--- src/rtl/booth_r4_mult.sv ---
// Sequential radix-4 Booth multiplier, signed or unsigned per operation, 2*nb-bit product.
// Latency: start accepted at edge T, Product valid with a one-cycle done pulse after edge T+ITER+1.
// Backpressure: start is sampled only while ready=1; requests while busy are dropped, not queued.
//
// Ports:
//   clk, rst          rising-edge clock, synchronous active-high reset
//   start             request, sampled while ready=1
//   signed_mode       1 = two's complement operands, 0 = unsigned; sampled with start
//   A, B              multiplicand / multiplier (nb bits), sampled on the accepting edge
//   Product           2*nb-bit result, held until the next completion or reset
//   ready             idle and able to accept start
//   done              one-cycle pulse when a new Product appears
//   abort             (only with BOOTH_ABORT_EN defined) cancel the in-flight operation
//
// Optional feature macro: BOOTH_ABORT_EN
module booth_r4_mult #(
  parameter int nb = 32
) (
  input  logic            clk,
  input  logic            rst,
  input  logic            start,
  input  logic            signed_mode,
  input  logic [nb-1:0]   A,
  input  logic [nb-1:0]   B,
`ifdef BOOTH_ABORT_EN
  input  logic            abort,
`endif
  output logic [2*nb-1:0] Product,
  output logic            ready,
  output logic            done
);

  localparam int ITER = (nb + 2) / 2;
  localparam int CW   = $clog2(ITER + 1);
  // {P_hi (nb+2), multiplier shift register (nb+2), guard}
  localparam int AW   = 2 * nb + 5;

  typedef enum logic {IDLE, CALC} state_t;

  state_t            state_q, state_d;
  logic [nb+1:0]     m_q, m_d;
  logic [AW-1:0]     acc_q, acc_d;
  logic [CW-1:0]     cnt_q, cnt_d;
  logic [2*nb-1:0]   prod_q, prod_d;
  logic              ready_q, ready_d;
  logic              done_q, done_d;

  // The signedness of an operation is fully captured by how the operands are
  // extended here; after that a single signed datapath serves both modes.
  logic [nb+1:0]     a_ext, b_ext;
  assign a_ext = signed_mode ? {{2{A[nb-1]}}, A} : {2'b00, A};
  assign b_ext = signed_mode ? {{2{B[nb-1]}}, B} : {2'b00, B};

  // One Booth step. Arithmetic is nb+3 bits so that +/-2M never overflows.
  logic [nb+2:0]     m_ext, addend, sum;
  logic [AW-1:0]     step_acc;

  assign m_ext = {m_q[nb+1], m_q};

  always_comb begin
    addend = '0;
    unique case (acc_q[2:0])
      3'b001, 3'b010: addend = m_ext;
      3'b011:         addend = {m_ext[nb+1:0], 1'b0};
      3'b100:         addend = -{m_ext[nb+1:0], 1'b0};
      3'b101, 3'b110: addend = -m_ext;
      default:        addend = '0;
    endcase
  end

  assign sum = {acc_q[AW-1], acc_q[AW-1 -: nb+2]} + addend;
  // Arithmetic shift right by 2 of {sum, mr, guard}; the extra sum MSB falls off the top.
  assign step_acc = {sum[nb+2], sum, acc_q[nb+2:2]};

  always_comb begin
    state_d = state_q;
    m_d     = m_q;
    acc_d   = acc_q;
    cnt_d   = cnt_q;
    prod_d  = prod_q;
    ready_d = ready_q;
    done_d  = 1'b0;

    unique case (state_q)
      IDLE: begin
        ready_d = 1'b1;
        if (start) begin
          m_d     = a_ext;
          acc_d   = {{(nb+2){1'b0}}, b_ext, 1'b0};
          cnt_d   = CW'(ITER);
          ready_d = 1'b0;
          state_d = CALC;
        end
      end
      CALC: begin
        if (cnt_q != '0) begin
          acc_d = step_acc;
          cnt_d = cnt_q - CW'(1);
        end else begin
          // All multiplier bits retired: {P_hi, mr} now holds the full product.
          prod_d  = acc_q[2*nb:1];
          ready_d = 1'b1;
          done_d  = 1'b1;
          state_d = IDLE;
        end
`ifdef BOOTH_ABORT_EN
        if (abort) begin
          acc_d   = acc_q;
          cnt_d   = '0;
          prod_d  = prod_q;
          ready_d = 1'b1;
          done_d  = 1'b0;
          state_d = IDLE;
        end
`endif
      end
      default: state_d = IDLE;
    endcase
  end

  always_ff @(posedge clk) begin
    if (rst) begin
      state_q <= IDLE;
      m_q     <= '0;
      acc_q   <= '0;
      cnt_q   <= '0;
      prod_q  <= '0;
      ready_q <= 1'b1;
      done_q  <= 1'b0;
    end else begin
      state_q <= state_d;
      m_q     <= m_d;
      acc_q   <= acc_d;
      cnt_q   <= cnt_d;
      prod_q  <= prod_d;
      ready_q <= ready_d;
      done_q  <= done_d;
    end
  end

  assign Product = prod_q;
  assign ready   = ready_q;
  assign done    = done_q;

endmodule

--- config.mk ---
export PLATFORM = sky130hd
export DESIGN_NAME = booth_r4_mult
export DESIGN_NICKNAME = d
export VERILOG_FILES = /design/src/rtl/booth_r4_mult.sv
export SDC_FILE = /design/constraint.sdc
export NUM_CORES = 1
export LEC_CHECK = 0
export BUFFER_PORTS_ARGS = -buffer_cell sky130_fd_sc_hd__buf_2
export CORE_MARGIN = 1.5
export CORE_UTILIZATION = 45
export DETAILED_ROUTE_END_ITERATION = 12
export HOLD_SLACK_MARGIN = 0.03
export SYNTH_ARGS = -nofsm -noshare
export SYNTH_HDL_FRONTEND = slang
export SYNTH_SLANG_ARGS = --single-unit
--- constraint.sdc ---
create_clock -name clk -period 6.7 [get_ports clk]
set_input_delay 0.335 -clock clk [delete_from_list [all_inputs] [get_ports clk]]
set_output_delay 0.335 -clock clk [all_outputs]
set_load 0.02 [all_outputs]
* Yosys cells after proc, flatten, opt, wreduce, memory -nomap -nowiden *
Cells that the tools add are included.
Widths: inputs -> output; s select.

storage, ports and cells
  bits in registers = 175
  input port bits = 68
  output and inout port bits = 66
  logic and storage cells = 45

operators by class
  $add $sub $neg = 4
  equal/unequal tests = 9
  muxes and demuxes = 16
  bitwise logic cells = 2
  reduce and logical (&&, ||, !) cells = 7

operators by type and width
  kind                 count
  $pmux 35 s4          1
  $mux 69              2
  $pmux 69 s2          1
  $neg 35->35          2
  $mux 34              2
  $add 35x35->35       1
  $mux 5               2
  $pmux 5 s2           1
  $eq 3x3->1 const B   3
  $eq 3x2->1 const B   2
  $reduce_and 2->1     3
  $reduce_or 2->1      3
  $mux 1               5
  $reduce_bool 5->1    1
  $sub 5x1->5 const B  1
  $ne 2x2->1 const B   2
  $pmux 1 s2           2
  $eq 3x1->1 const B   1
  $ne 2x1->1 const B   1
  $not 1->1            2

* Longest topological paths before layout *
  depth in word-level cells = 6
  gate-level depth with buffers = 22

* Worst setup path after synthesis *
Ideal clock, no wire load.

  kind = reg-to-reg
  from = register m_q[13]
  to = register acc_q[67]
  setup time = 0.121 ns
  arrival = 4.808 ns
  data required time = 6.579 ns
  path slack = 1.772 ns
  cell stages (with the launch flop) = 21
  path buffers = 2
  clock period less this slack = 4.928 ns
  cells stage by stage = dfxtp_1 -> buf_6 -> or4_4 -> or4_4 -> or3_4 -> or3_4 -> and2_4 -> xor2_1 -> a221oi_2 -> a31oi_1 -> ha_1 -> clkbuf_1 -> a21oi_1 -> nor2_1 -> or3_1 -> o21ai_0 -> a31oi_1 -> nand3_1 -> a21oi_1 -> a211oi_2 -> mux2_2

between the ends
  cells in the longest elaborated chain, start to end = 5

ends and longest elaborated chain
  what                            RTL line  RTL
  from (decl)                     41        logic [nb+1:0] m_q, m_d;
  from (signal assigned)          132       m_q <= m_d;
  $neg 35->35 (on tied branches)  66, 65
  $pmux 35 s4 *                   62        unique case (acc_q[2:0])
  $add 35x35->35 *                71        assign sum = {acc_q[AW-1], acc_q[AW-1 -: nb+2]} + addend;
  $mux 69 *                       96        if (cnt_q != '0) begin
  $pmux 69 s2 *                   84        unique case (state_q)
  to (signal assigned)            125       acc_q <= '0;
  to (signal assigned)            133       acc_q <= acc_d;
  to (decl)                       42        logic [AW-1:0] acc_q, acc_d;

Mark *: on every way between the ends. The rest lies on a longest branch, timed or not. The select of a mux whose other input is x is not followed.
A chain may end at the register's enable or synchronous reset.

* Final worst setup path *
  from = register m_q[0]
  to = register acc_q[66]

Same word-level chain as after synthesis.

==> reports/summary.md <==
The run finished with clean final reports. After floorplanning, the core was sized to cover 0.02264 mm². TritonCTS built the clock tree. The tools report the arrival time of data at the critical path endpoint as 5780 ps. The count of nets left with antenna violations once routing finished came out at 0.

Input and output buffers added on the ports amount to 133. For this run, the top clock speed supported by timing is 0.1836 GHz. The total power draw is 2930 µW, and the share of async-settable or async-resettable flops after synthesis is 0. The worst register-to-register path ends at acc_q[66]. The routed design has 28970 µm of wire.

Number of instances on the worst hold path: 3. Synthesis inferred 173 register bits. The count of synthesis-stage warnings from yosys is 0, and the final worst hold slack is 127.7 ps. The wire length per cell is 16.92 µm, and the worst setup slack for register-to-register paths is 1250 ps. Leaving out filler cells and counting taps, the final layout contains 1712. The relative contribution of sequential cells to total power came out at 0.397.

Startpoint of the most critical register-to-register path: m_q[0]. Once placement completed, the tool counted placed cells totaling 1680. The part of the cycle the worst path needs is 0.8128. For the number of max-cap violations, the log shows 0. For the number of buffers created by CTS, the log shows 17. The number of antenna violations at the first check in global routing is 0. In this run the most critical hold path is launched from A[27]. After routing, the total negative slack on setup checks comes to 0 ps. The number of H-tree branching levels is 4.

The number of antenna diodes in the final layout is 0. The tools report the required arrival time at the worst endpoint as 7030 ps. The number of rows in the core area was 55; the signed area change from the synthesized netlist to the final layout was 11.31%. The count of unresolved DRC violations after routing came out at 0.

Setup repair after global routing left no endpoint under its margin. Across all setup checks in the final design, the least slack found is 1254 ps. Once the clock tree was built, the setup fixing pass inserted 0 buffers. Final max-slew violation count: 0. The number of gates resized after cts is 0, and the number of cells produced by synthesis is 1352. The clock arrives with 12.40 ps of skew.

The critical path is of the reg2reg type. The switching part of the total came out at 0.3575. Setup violations remaining at the end of the flow were counted as 0.

The post-layout minimum cycle time is 5446 ps, and the last weighted congestion value of the routability-driven placer is 0.9285. Post-synthesis sequential area ratio: 0.3331. The clock reaches the later pin of the worst-skew pair after 440 ps. The number of buffers on the longest clock path is 2. The synthesized net count is 1458, and the count of final hold-check violations is 0. Cell internal power was estimated by the tool at 1882 µW.

The run gives 0.01040 mm² as the synthesized area. Of all nets on the critical path, the largest fanout is 8. The run gives 6 as the length of the first detailed-routing pass in iterations. Endpoint class of the critical path: a register. The top cell types in the final layout, fill and taps aside, are nand2_1, dfxtp_1, a21oi_1. The tools report the post-DP HPWL as 20150 µm. In this run, the number of DRC markers left after iteration 0 of detailed routing was 537. Share of total power in the clock network: 0.340.

The clock-pin slew on the worst setup and hold paths is 70 ps, and the worst-case vdd ir drop is 153.4 µV. The cell count of the worst reg-to-reg path is 20. For the area of the die, the log shows 0.02402 mm². The path with the worst hold slack has its endpoint at m_q[27]. The starting density of the core was 0.4592.

Leaving out fill and tap cells, the most frequent cell in the layout is nand2_1. The run gives 173 as the number of clock sinks. At the pin with the least slew margin, the transition time is 983.5 ps. Entering global routing, the biggest net connects 93 pins. The synthesized area divided by synthesized cell count is 7.690 µm². The tree is rooted in a clkbuf_16. The worst slew margin relative to its limit is 0.3444, and the chip height is 155.0 µm.

The combinational group share of total power was 0.263; the die width was 155.0 µm. The worst setup path is launched from a register. The via count of the first global-routing pass came out at 9108. The overall routing resource usage is 0.2430, and the layout cell share with drive strength beyond 1 is 0.1549.

The leakage power figure is 0.004725 µW. In the synthesized netlist the dominant register cell turns out to be dfxtp_1. Power spread over the standard cell area amounts to 253.2 mW/mm². The run gives 9766 as the total number of vias. The tightest min-delay check is of the in2reg type. The run gives 0 as the number of buffers inserted by hold repair at cts. The tools report the global-route wire length before repair as 47110 µm. The net total in the final layout came out at 1520. The worst setup timing slack at the placement stage is 1318 ps, and the power dissipated by switching net loads is 1047 µW. Global routing finished with a remaining overflow of 0. The number of primary I/O pins is 134, and the average via count per standard cell is 5.704. The number of synthesized flops with an enable pin was 0. The synthesized netlist contains 74 unique library cells.
[stage by stage]
step / instance area (µm²) / util
after global placement: 10980 / 0.4849
after detailed placement: 10980 / 0.4849
after global routing: 11570 / 0.5111
after CTS: 11570 / 0.5111
final: 11570 / 0.5111
after floorplan: 10400 / -
[area by class of cell]
cell class,instances,area [µm²]
inverters,15,56.30
flip-flops and latches,173,3466
repair buffers,147,777.0
clock inverters,15,168.9
well taps,285,356.6
fillers,2279,11070
clock buffers,17,425.4
multi-input cells,1060,6322
[cells in the mapped netlist, types with 6 or more instances]
cell type,n,area (µm²)
nand2_1,290,1089
dfxtp_1,173,3463
a21oi_1,168,840.8
nor2_1,101,379.1
clkbuf_1,79,296.5
xnor2_1,47,411.6
a211oi_1,46,345.3
ha_1,37,462.9
mux2i_1,35,350.3
xor2_1,34,297.8
o21ai_0,33,165.2
nand3_1,32,160.2
a31oi_1,23,143.9
a21o_1,20,150.1
a221oi_1,19,166.4
a22oi_1,18,135.1
inv_1,14,52.55
nor3_1,13,65.06
or3_1,13,81.33
clkbuf_8,10,137.6
nand4_1,10,62.56
nand2b_1,9,56.30
and2_1,7,43.79
nor4_1,6,37.54
or2_2,6,37.54
[critical path, stage by stage (launching register included)]
cell	delay, ps
dfxtp_1	360
inv_1	100
ha_1	200
or3b_2	510
nand3b_1	330
or3_1	410
and2_1	180
xnor2_1	190
nor2_1	60
a211oi_1	220
a21oi_1	70
ha_1	440
nand2_1	100
or3_1	350
a2111oi_0	640
o31a_1	260
a21oi_1	80
o21ai_0	370
o31ai_1	140
xnor2_1	140
a22o_1	190
[state kept, by name (all words and copies together) (netlist names)]
signal and cells:
cnt_q 5, acc_q 68, ready 1, m_q 33
done 1, state_q 1, Product 64
[logic make-up (layout without fill, tap and decap cells)]
| kind of cell | after synthesis | after routing | synth area share |
|---|---|---|---|
| buffers and inverters | 119 | 194 | 0.06053 |
| adders and majority gates | 38 | 38 | 0.04646 |
| xor gates and xnor gates | 81 | 81 | 0.06824 |
| and+or+nand+nor | 524 | 524 | 0.2241 |
| AOI/OAI and AO/OA | 378 | 378 | 0.2295 |
| DFF | 173 | 173 | 0.3331 |
| muxes | 39 | 39 | 0.03803 |
[power by group through the flow]
stage / Sequential (µW) / Combinational, µW / Clock [µW]
after floorplan: 1170 / 594 / 0
after global placement: 1190 / 763 / 0
after detailed placement: 1190 / 767 / 0
after CTS: 1160 / 771 / 1020
after global routing: 1170 / 855 / 1060
final: 1160 / 771 / 996
[per-layer routing]
layer  GRT usage  wire, µm
met2      0.4015     13440
met3     0.05710      1551
met1      0.3075     13160
met4     0.09203       821
met5           0         0
[worst max-delay path by stage]
stage / startpoint / to / slack (ps) / cells past startpoint
floorplan: m_q[13] / acc_q[67] / 1770 / 20
global placement: m_q[0] / acc_q[66] / 1470 / 20
detailed placement: m_q[0] / acc_q[66] / 1320 / 20
CTS: m_q[0] / acc_q[66] / 1280 / 20
global route: m_q[0] / acc_q[66] / 680 / 20
finish: m_q[0] / acc_q[66] / 1250 / 20
Power figures use the tool's default switching activity.
